[src/rtl/fig_14_block_504_cache_fill_pkg.sv]
// Shared definitions for the instruction-cache fill engine.
// Geometry: 512-byte cache = 64 rows x 8 bytes, addressed by a 13-bit pc.
// Provides the row/byte index types, the fill FSM state type and a helper
// that aligns an address down to the start of its 8-byte row.
package fig_14_cache_pkg;

  localparam int PC_W       = 13;
  localparam int ROW_BITS   = 6;
  localparam int BYTE_BITS  = 3;
  localparam int CACHE_ROWS = 64;
  localparam int ROW_BYTES  = 8;

  typedef logic [ROW_BITS-1:0]  row_idx_t;
  typedef logic [BYTE_BITS-1:0] byte_idx_t;

  typedef enum logic [1:0] {
    IDLE = 2'd0,
    FILL = 2'd1,
    DONE = 2'd2
  } fill_state_e;

  // Clears the byte-in-row bits; used for the base register on a rebase.
  function automatic logic [PC_W-1:0] row_align(input logic [PC_W-1:0] addr);
    return addr & ~PC_W'(ROW_BYTES - 1);
  endfunction

  // Byte address of the first byte of a cache row (wraps mod 2^PC_W).
  function automatic logic [PC_W-1:0] row_start(input logic [PC_W-1:0] base,
                                                input row_idx_t        row);
    return base + {{(PC_W-ROW_BITS-BYTE_BITS){1'b0}}, row, {BYTE_BITS{1'b0}}};
  endfunction

endpackage

[src/rtl/fig_14_block_504_cache_fill_if.sv]
// Bus bundle of the fill engine: the ROM/RAM read channel plus the cache RAM
// write port.
//   rom_req/rom_addr   fill engine -> bus   read request, held until rom_ack
//   rom_ack/rom_data   bus -> fill engine   request accepted, data valid
//   cram_we/waddr/wdata fill engine -> RAM  one byte write per strobe
// master = fill engine side, slave = bus responder / RAM side.
interface fig_14_block_504_cache_fill_if;

  logic        rom_req;
  logic [12:0] rom_addr;
  logic        rom_ack;
  logic [7:0]  rom_data;
  logic        cram_we;
  logic [8:0]  cram_waddr;
  logic [7:0]  cram_wdata;

  modport master (
    output rom_req, rom_addr, cram_we, cram_waddr, cram_wdata,
    input  rom_ack, rom_data
  );

  modport slave (
    input  rom_req, rom_addr, cram_we, cram_waddr, cram_wdata,
    output rom_ack, rom_data
  );

endinterface

[src/rtl/fig_14_block_504_cache_fill_valid_bits.sv]
// One valid flag per cache row.
//   clk, rst    clock, synchronous active-high reset (all rows invalid)
//   set_en      mark row set_row valid at the next edge
//   clear_all   invalidate every row at the next edge; wins over set_en
//   rd_row      row to look up, rd_valid is its flag (combinational)
module fig_14_cache_valid_bits
  import fig_14_cache_pkg::*;
(
  input  logic     clk,
  input  logic     rst,
  input  logic     set_en,
  input  row_idx_t set_row,
  input  logic     clear_all,
  input  row_idx_t rd_row,
  output logic     rd_valid
);

  logic [CACHE_ROWS-1:0] valid_q;
  logic [CACHE_ROWS-1:0] valid_d;

  for (genvar gi = 0; gi < CACHE_ROWS; gi++) begin : g_row
    assign valid_d[gi] = clear_all ? 1'b0 :
                         (set_en && (set_row == row_idx_t'(gi))) ? 1'b1 :
                         valid_q[gi];
  end

  always_ff @(posedge clk) begin
    if (rst) begin
      valid_q <= '0;
    end else begin
      valid_q <= valid_d;
    end
  end

  assign rd_valid = valid_q[rd_row];

endmodule

[src/rtl/fig_14_block_504_cache_fill.sv]
// Cache base register and instruction-cache row fill engine.
//   clk, rst         clock, synchronous active-high reset
//   pc               current program counter
//   orange           pc lies outside the cache window (from the window decoder)
//   cache_addr       row of pc within the window (from the window decoder)
//   fetch_req        core wants the byte at pc this cycle
//   cache_set        1-cycle CACHE instruction: rebase to pc's row, invalidate
//   cache_base_addr  base register driven to the window decoder
//   hit              fetch_req hits a valid row while the engine is idle
//   fill_busy        a row fill is in progress
//   bus              ROM read channel and cache RAM write port (master side)
// A miss fetches the 8 bytes of the row over the bus and writes them into the
// cache RAM one cycle after each ack. A CACHE instruction that arrives during
// a fill is parked and applied when the fill finishes, in place of marking
// the freshly filled row valid.
module fig_14_block_504_cache_fill
  import fig_14_cache_pkg::*;
(
  input  logic                clk,
  input  logic                rst,
  input  logic [PC_W-1:0]     pc,
  input  logic                orange,
  input  row_idx_t            cache_addr,
  input  logic                fetch_req,
  input  logic                cache_set,
  output logic [PC_W-1:0]     cache_base_addr,
  output logic                hit,
  output logic                fill_busy,
  fig_14_block_504_cache_fill_if.master bus
);

  fill_state_e     state_q, state_d;
  row_idx_t        row_q, row_d;
  byte_idx_t       beat_q, beat_d;
  logic            rom_req_q, rom_req_d;
  logic [PC_W-1:0] rom_addr_q, rom_addr_d;
  logic            cram_we_q, cram_we_d;
  logic [8:0]      cram_waddr_q, cram_waddr_d;
  logic [7:0]      cram_wdata_q, cram_wdata_d;
  logic [PC_W-1:0] base_q, base_d;
  logic            set_pend_q, set_pend_d;
  logic [PC_W-1:0] pend_pc_q, pend_pc_d;

  logic            row_valid;
  logic            vb_set;
  logic            vb_clear;
  logic            beat_accept;
  logic [PC_W-1:0] apply_pc;

  fig_14_cache_valid_bits u_valid_bits (
    .clk       (clk),
    .rst       (rst),
    .set_en    (vb_set),
    .set_row   (row_q),
    .clear_all (vb_clear),
    .rd_row    (cache_addr),
    .rd_valid  (row_valid)
  );

  assign beat_accept = rom_req_q && bus.rom_ack;

  always_comb begin
    state_d      = state_q;
    row_d        = row_q;
    beat_d       = beat_q;
    rom_req_d    = rom_req_q;
    rom_addr_d   = rom_addr_q;
    cram_we_d    = 1'b0;
    cram_waddr_d = cram_waddr_q;
    cram_wdata_d = cram_wdata_q;
    base_d       = base_q;
    set_pend_d   = set_pend_q;
    pend_pc_d    = pend_pc_q;
    vb_set       = 1'b0;
    vb_clear     = 1'b0;
    // A CACHE pulse landing exactly in DONE is applied together with any
    // parked one; the newest pc wins.
    apply_pc     = cache_set ? pc : pend_pc_q;

    case (state_q)
      IDLE: begin
        // cache_set beats a simultaneous miss; the core simply re-requests.
        if (cache_set) begin
          base_d   = row_align(pc);
          vb_clear = 1'b1;
        end else if (fetch_req && !orange && !row_valid) begin
          state_d    = FILL;
          row_d      = cache_addr;
          beat_d     = '0;
          rom_addr_d = row_start(base_q, cache_addr);
          rom_req_d  = 1'b1;
        end
      end

      FILL: begin
        if (cache_set) begin
          set_pend_d = 1'b1;
          pend_pc_d  = pc;
        end
        if (beat_accept) begin
          cram_we_d    = 1'b1;
          cram_waddr_d = {row_q, beat_q};
          cram_wdata_d = bus.rom_data;
          beat_d       = beat_q + 3'd1;
          rom_addr_d   = rom_addr_q + 13'd1;
          if (beat_q == byte_idx_t'(ROW_BYTES - 1)) begin
            rom_req_d = 1'b0;
            state_d   = DONE;
          end
        end
      end

      DONE: begin
        // The last byte write is on the RAM port this cycle.
        if (set_pend_q || cache_set) begin
          base_d   = row_align(apply_pc);
          vb_clear = 1'b1;
        end else begin
          vb_set = 1'b1;
        end
        set_pend_d = 1'b0;
        state_d    = IDLE;
      end

      default: begin
        state_d   = IDLE;
        rom_req_d = 1'b0;
      end
    endcase
  end

  always_ff @(posedge clk) begin
    if (rst) begin
      state_q      <= IDLE;
      row_q        <= '0;
      beat_q       <= '0;
      rom_req_q    <= 1'b0;
      rom_addr_q   <= '0;
      cram_we_q    <= 1'b0;
      cram_waddr_q <= '0;
      cram_wdata_q <= '0;
      base_q       <= '0;
      set_pend_q   <= 1'b0;
      pend_pc_q    <= '0;
    end else begin
      state_q      <= state_d;
      row_q        <= row_d;
      beat_q       <= beat_d;
      rom_req_q    <= rom_req_d;
      rom_addr_q   <= rom_addr_d;
      cram_we_q    <= cram_we_d;
      cram_waddr_q <= cram_waddr_d;
      cram_wdata_q <= cram_wdata_d;
      base_q       <= base_d;
      set_pend_q   <= set_pend_d;
      pend_pc_q    <= pend_pc_d;
    end
  end

  assign fill_busy       = (state_q != IDLE);
  assign hit             = fetch_req && !orange && row_valid && !fill_busy;
  assign cache_base_addr = base_q;

  assign bus.rom_req    = rom_req_q;
  assign bus.rom_addr   = rom_addr_q;
  assign bus.cram_we    = cram_we_q;
  assign bus.cram_waddr = cram_waddr_q;
  assign bus.cram_wdata = cram_wdata_q;

endmodule
[src/flat_wrapper.sv]
// flat-port wrapper written by rule: the top's interface ports become plain ports
module fig_14_block_504_cache_fill_flat import fig_14_cache_pkg::*;
  (clk, rst, pc, orange, cache_addr, fetch_req, cache_set, cache_base_addr, hit, fill_busy, bus_rom_req, bus_rom_addr, bus_cram_we, bus_cram_waddr, bus_cram_wdata, bus_rom_ack, bus_rom_data);
  fig_14_block_504_cache_fill_if bus_i ();
  input  logic clk;
  input  logic rst;
  input  logic [PC_W-1:0] pc;
  input  logic orange;
  input  row_idx_t cache_addr;
  input  logic fetch_req;
  input  logic cache_set;
  output logic [PC_W-1:0] cache_base_addr;
  output logic hit;
  output logic fill_busy;
  output wire logic [$bits(bus_i.rom_req)-1:0] bus_rom_req;
  output wire logic [$bits(bus_i.rom_addr)-1:0] bus_rom_addr;
  output wire logic [$bits(bus_i.cram_we)-1:0] bus_cram_we;
  output wire logic [$bits(bus_i.cram_waddr)-1:0] bus_cram_waddr;
  output wire logic [$bits(bus_i.cram_wdata)-1:0] bus_cram_wdata;
  input wire logic [$bits(bus_i.rom_ack)-1:0] bus_rom_ack;
  input wire logic [$bits(bus_i.rom_data)-1:0] bus_rom_data;
  assign bus_rom_req = bus_i.rom_req;
  assign bus_rom_addr = bus_i.rom_addr;
  assign bus_cram_we = bus_i.cram_we;
  assign bus_cram_waddr = bus_i.cram_waddr;
  assign bus_cram_wdata = bus_i.cram_wdata;
  assign bus_i.rom_ack = bus_rom_ack;
  assign bus_i.rom_data = bus_rom_data;
  fig_14_block_504_cache_fill u_core (.clk(clk), .rst(rst), .pc(pc), .orange(orange), .cache_addr(cache_addr), .fetch_req(fetch_req), .cache_set(cache_set), .cache_base_addr(cache_base_addr), .hit(hit), .fill_busy(fill_busy), .bus(bus_i));
endmodule
[config.mk]
export PLATFORM = sky130hd
export DESIGN_NAME = fig_14_block_504_cache_fill_flat
export DESIGN_NICKNAME = d
export VERILOG_FILES = /design/src/rtl/fig_14_block_504_cache_fill_pkg.sv /design/src/rtl/fig_14_block_504_cache_fill_if.sv /design/src/rtl/fig_14_block_504_cache_fill_valid_bits.sv /design/src/rtl/fig_14_block_504_cache_fill.sv /design/src/flat_wrapper.sv
export SDC_FILE = /design/constraint.sdc
export NUM_CORES = 1
export LEC_CHECK = 0
export CORE_AREA = 2 2 110 112
export CTS_CLUSTER_DIAMETER = 30
export DETAILED_ROUTE_END_ITERATION = 8
export DIE_AREA = 0 0 112 114
export DONT_BUFFER_PORTS = 1
export HOLD_SLACK_MARGIN = 0.1
export PLACE_DENSITY = 0.66
export SYNTH_ARGS = -nofsm -noshare
export SYNTH_HDL_FRONTEND = slang
export SYNTH_HIERARCHICAL = 1
export SYNTH_SLANG_ARGS = --single-unit
[constraint.sdc]
create_clock -name clk -period 3.2 [get_ports clk]
set_input_delay 0.8 -clock clk [delete_from_list [all_inputs] [get_ports clk]]
set_output_delay 0.8 -clock clk [all_outputs]
set_load 0.005 [all_outputs]
==> results of run 1 <==
[timing repair]
| action | 4_1_cts | 5_1_grt |
|---|---|---|
| endpoints found under the setup margin | 1 | 0 |
| resized for setup | 1 | 0 |
| hold endpoints to repair | 0 | 0 |
| hold buffers | 0 | 0 |
[sequential cells by signal, indices dropped and copies added (netlist names)]
signal	flops
u_core/bus.rom_addr	13
u_core/bus.cram_wdata	8
u_core/bus.cram_we	1
u_core/cache_base_addr	10
u_core/beat_q	3
u_core/bus.cram_waddr	9
u_core/state_q	2
u_core/u_valid_bits/valid_q	64
u_core/set_pend_q	1
u_core/bus.rom_req	1
u_core/pend_pc_q	10
u_core/row_q	6
[final cells by class]
cell class / count / area share (%)
multi-input combinational: 481 / 45.01
sequential: 128 / 39.96
clock buffer: 23 / 7.766
tap: 147 / 2.868
clock inverter: 9 / 2.751
timing repair buffer: 11 / 1.288
inverter: 6 / 0.3512
[logic make-up after synthesis]
| group | count (synthesis) |
|---|---|
| mux | 31 |
| fa+ha+maj | 10 |
| flops | 128 |
| buf+inv | 52 |
| other cells | 1 |
| xor+xnor | 9 |
| simple gates | 256 |
| compound gates | 172 |
[power by group through the flow]
stage	Combinational, mW	Clock, mW	Sequential (mW)
after detailed placement	0.171	0	1.68
after CTS	0.173	2.20	1.65
after floorplan	0.170	0	1.67
after global routing	0.194	2.27	1.65
after global placement	0.168	0	1.68
final	0.173	2.16	1.65
[routing by layer]
| metal | wire length (um) | track usage (%) | up-vias |
|---|---|---|---|
| met3 | 803 | 6.801 | 20 |
| li1 | - | - | 2314 |
| met4 | 221 | 8.374 | 0 |
| met2 | 6429 | 36.20 | 129 |
| met5 | 0 | 0 | - |
| met1 | 6058 | 27.27 | 2188 |
[layout by cell type (no fill, tap or decap), types with 3 or more instances in the layout]
cell type / netlist / routed
bufinv_16: 0 / 5
and3_1: 4 / 4
xnor2_1: 4 / 4
nand2_1: 79 / 79
nand2b_1: 5 / 5
a31oi_1: 4 / 4
clkbuf_16: 0 / 17
o31ai_1: 4 / 4
nor3b_1: 4 / 3
a21o_1: 4 / 4
a21oi_1: 116 / 116
mux4_1: 12 / 12
ha_1: 9 / 9
buf_4: 3 / 11
clkbuf_8: 0 / 5
o21ai_0: 11 / 11
or3_1: 4 / 4
mux4_2: 3 / 3
a211oi_1: 13 / 13
mux2i_1: 14 / 14
nor2b_1: 7 / 7
dfxtp_1: 128 / 128
nand3_1: 21 / 21
nor2_1: 102 / 102
o211ai_1: 8 / 8
inv_1: 6 / 6
nor3_1: 15 / 14
xor2_1: 5 / 5
conb_1: 1 / 3
nor4_1: 5 / 5
[worst paths after layout]
check	end	slack, ps	depth (start not counted)
setup / recovery	hit	100	6
hold / removal	u_core/pend_pc_q[9]	450	2
setup reg to reg	u_core/bus.rom_addr[12]	440	8
hold reg to reg	u_core/pend_pc_q[9]	450	2
[worst max-delay path: cells and delay by family]
kind                   cells  cell delay [ps]
buffers and inverters      1               80
multiplexers               1              540
AND/OR/NAND/NOR            3              360
AO/OA/AOI/OAI              1              510
[metrics by stage]
stage / hold WS [ps] / instances / setup TNS [ps]
after floorplan: 428.4 / 661 / 0
after global placement: 435.9 / 773 / -157.6
after detailed placement: 440.0 / 773 / -112.0
after CTS: 433.8 / 805 / 0
after global routing: 431.1 / 805 / 0
final: 445.5 / 805 / 0
==> qor.yml, run 1 <==
post-route-period-util_pct: 96.80
synthTopCellsByArea: "dfxtp_1, a21oi_1, nor2_1"
synth_most_common_cell: "dfxtp_1"
cts_setup_buffers: 0
start_util_pct: 48.41
viasPerCell: 5.778
grtUsageTotal_pct: 21.98
power.density_nw_per_um2: 620.7
ir_drop_uv: 444.4
synth_edf_count: 0
power_frac_seq_pct: 41.4
ys_seq_area_share_pct: 45.20
die_w_um: 112
setup_viol: 0
path_max_fanout: 18
io_pins: 80
io_buffers: 0
p_comb_share_pct: 4.4
grt_pass1_vias: 4403
finalPower_mw: 3.980
synth_fa_ha_area_share_pct: 2.339
syn_area_sq_um: 5669
slowest_stage: "mux4_1"
yosysTopAreaCell: "dfxtp_1"
synthToLayoutAreaGrowth_pct: 13.11
slew-limit-headroom_pct: 22.48
period_minus_slack_ps: 3098
drcViolationCount: 0
nets: 688
ys_top_cells_by_count: "dfxtp_1, a21oi_1, nor2_1"
synth_top_family_by_area: "simple AND/OR/NAND/NOR gates"
hold_viol_final: 0
synth_seq_cells: 128
n_fill_cell: 1082
rsz0062_at_grt: "false"
hpwl_mm: 9.186
worstSetupEndpointType: "output pin"
placed_cell_area_sq_um: 5733
clkTransAtPathRegs_ps: 50
coreArea_sq_um: 11710
dieHeight_um: 114
syn_inst: 659
overflow: 0
pwr-share-clk_pct: 54.2
synth_cell_types: 53
cts_root_buf: "clkbuf_16"
max_freq_ghz: 0.3228
synthXorXnorAreaFrac_pct: 1.390
synth_warnings: 6
p_switching_mw: 0.8051
clock-sinks: 128
critPathLaunch: "cache_addr[0]"
crit_chain: "mux4_1 -> nor2b_1 -> a2111oi_1 -> nor3_2 -> inv_1 -> nor2_1"
final_util_pct: 54.75
seqCellArea_sq_um: 2562
dp_slack_ps: -48.83
dieArea_sq_um: 12770
worst_skew_pair.late_latency_ps: 420
grt_first_pass_wirelength_mm: 22.32
drtIter0Drc: 367
internal_power_mw: 3.175
finalWirelength_mm: 13.51
gp_congestion: 0.8382
core.rowCount: 40
grt_max_degree: 65
design_area_sq_um: 6412
p_leak_nw: 2.303
cp.arrival_ps: 2300
synth-compound-area-share_pct: 17.28
syn_area_per_cell_sq_um: 8.603
antenna_found_initial: 0
slew_violations: 0
via_count: 4651
hp-class: "reg -> reg"
multi_input_area_sq_um: 2887
cp.required_ps: 2400
setup_slack_ps: 102.5
cts_tree: "yes"
dr.pass1.iters: 5
startpoint_type: "input port"
skew_ps: 9.485
synth-simple-area-share_pct: 19.91
insertedDiodeCount: 0
worst_pin_slew_ps: 1163
async_reset_ff_share_pct: 0
yosys.area.top_type_share_pct: 45.20
sw_frac_of_total_pct: 20.23
cts-htree-levels: 4
wl_per_cell_um: 16.79
cts_buffers: 17
synthFlopType: "dfxtp_1"
r2r-start: "u_core/u_valid_bits/valid_q[41]"
holdCritStartpoint: "u_core/pend_pc_q[9]"
status: "complete, no violations"
critical-path-max-stage-delay_ps: 540
maxCapViolations: 0
ant_nets: 0
final_layout_size_suffix_gt1_share_pct: 8.207
synthMuxAreaShare_pct: 9.623
cts_max_path_buffers: 2
criticalPathCategory: "in -> out"
Power figures use the tool's default switching activity.
==> run 2, diff against run 1 <==
Settings changed: CAP_MARGIN from default to 20, SLEW_MARGIN from default to 20.
==> qor.yml, run 2 (synthesis results as in run 1) <==
synthToLayoutAreaGrowth_pct: 13.15
worstSetupEndpointType: "output pin"
hold_viol_final: 0
power.density_nw_per_um2: 620.5
via_count: 4637
core.rowCount: 40
cts_buffers: 17
clkTransAtPathRegs_ps: 50
die_w_um: 112
hpwl_mm: 9.186
final_cell_mix: "dfxtp_1, a21oi_1, nor2_1"
cts_tree: "yes"
nets: 688
hp-class: "reg -> reg"
io_buffers: 0
antenna_found_initial: 0
holdBufCountCts: 0
regMostFlops: "u_core/u_valid_bits/valid_q"
post-route-period-util_pct: 96.79
worstRegToRegCells: 8
overflow: 0
grt_first_pass_wirelength_mm: 22.32
insertedDiodeCount: 0
critPathLaunch: "cache_addr[0]"
cp.required_ps: 2400
cts-htree-levels: 4
startpoint_type: "input port"
clock-sinks: 128
path_max_fanout: 18
coreArea_sq_um: 11710
skew_ps: 9.402
dieArea_sq_um: 12770
finalWirelength_mm: 13.51
worst_pin_slew_ps: 764.6
grt_max_degree: 65
cp.arrival_ps: 2300
ant_nets: 0
final_common_cell: "dfxtp_1"
io_pins: 80
drcViolationCount: 0
maxCapViolations: 0
rsz0062_at_grt: "false"
cts_setup_buffers: 0
p_leak_nw: 2.304
dr.pass1.iters: 5
cts_root_buf: "clkbuf_16"
setup_slack_ps: 102.7
wl_per_cell_um: 16.79
grtUsageTotal_pct: 21.98
slew-limit-headroom_pct: 48.56
viasPerCell: 5.760
slew_violations: 0
r2r-start: "u_core/u_valid_bits/valid_q[41]"
ir_drop_uv: 444.4
dp_slack_ps: -48.83
cts_max_path_buffers: 2
largest_reg_flops: 64
n_fill_cell: 1082
final_util_pct: 54.78
dieHeight_um: 114
period_minus_slack_ps: 3097
finalPower_mw: 3.980
gp_congestion: 0.8382
r2r_end: "u_core/bus.rom_addr[12]"
start_util_pct: 48.41
max_freq_ghz: 0.3229
criticalPathCategory: "in -> out"
worst_skew_pair.late_latency_ps: 420
cp-endpoint: "hit"
grt_pass1_vias: 4403
status: "complete, no violations"
final_layout_size_suffix_gt1_share_pct: 8.207
drtIter0Drc: 367
setup_viol: 0
holdCritStartpoint: "u_core/pend_pc_q[9]"
ff2ff_setup_slack_ps: 440
[run 2: worst min path at each step]
stage / end / cells past startpoint / slack, ps
2_1_floorplan: u_core/u_valid_bits/valid_q[11] / 2 / 430
3_3_place_gp: u_core/pend_pc_q[12] / 2 / 440
3_5_place_dp: u_core/pend_pc_q[9] / 2 / 440
4_1_cts: u_core/bus.rom_addr[4] / 1 / 430
5_1_grt: u_core/bus.rom_addr[4] / 1 / 430
6_report: u_core/pend_pc_q[9] / 2 / 450
[run 2: where the power goes]
| group | switching (mW) | internal [mW] | total [mW] | leakage, nW |
|---|---|---|---|---|
| logic | 0.0985 | 0.0755 | 0.174 | 0.941 |
| registers | 0.0328 | 1.62 | 1.65 | 1.03 |
| clock network | 0.673 | 1.48 | 2.16 | 0.329 |
| total | 0.804 | 3.18 | 3.98 | 2.30 |
[run 2: stage by stage]
step	TNS, ps	hold slack [ps]	cell area, sq um	std cells
floorplan	0	428.4	5677	661
global route	0	431.2	6415	805
detailed placement	-112.0	440.0	5733	773
finish	0	445.5	6415	805
global placement	-157.6	435.9	5733	773
CTS	0	433.8	6412	805
[run 2: area by class of cell]
| class | instances | area [sq um] | share of cell area, % |
|---|---|---|---|
| Multi-Input combinational cell | 481 | 2889 | 45.04 |
| Sequential cell | 128 | 2562 | 39.95 |
| Clock buffer | 23 | 498.0 | 7.763 |
| Tap cell | 147 | 183.9 | 2.867 |
| Clock inverter | 9 | 176.4 | 2.750 |
| Timing Repair Buffer | 11 | 82.58 | 1.287 |
| Inverter | 6 | 22.52 | 0.3511 |
[run 2: metal layers]
layer	vias to the layer above	track usage, %	wire [um]
met5	-	0	0
met2	121	36.20	6429
met4	0	8.374	221
met1	2183	27.27	6092
met3	20	6.801	771
li1	2313	-	-
[run 2: what timing repair did]
item                       in CTS  in global routing
resized for setup               1                  0
setup endpoints to repair       1                  0
hold endpoints to repair        0                  0
[run 2: worst max-delay path, cell delays in order]
cell and delay (ps):
mux4_1 540, nor2b_1 150, a2111oi_1 510, nor3_2 150, inv_1 80, nor2_1 60
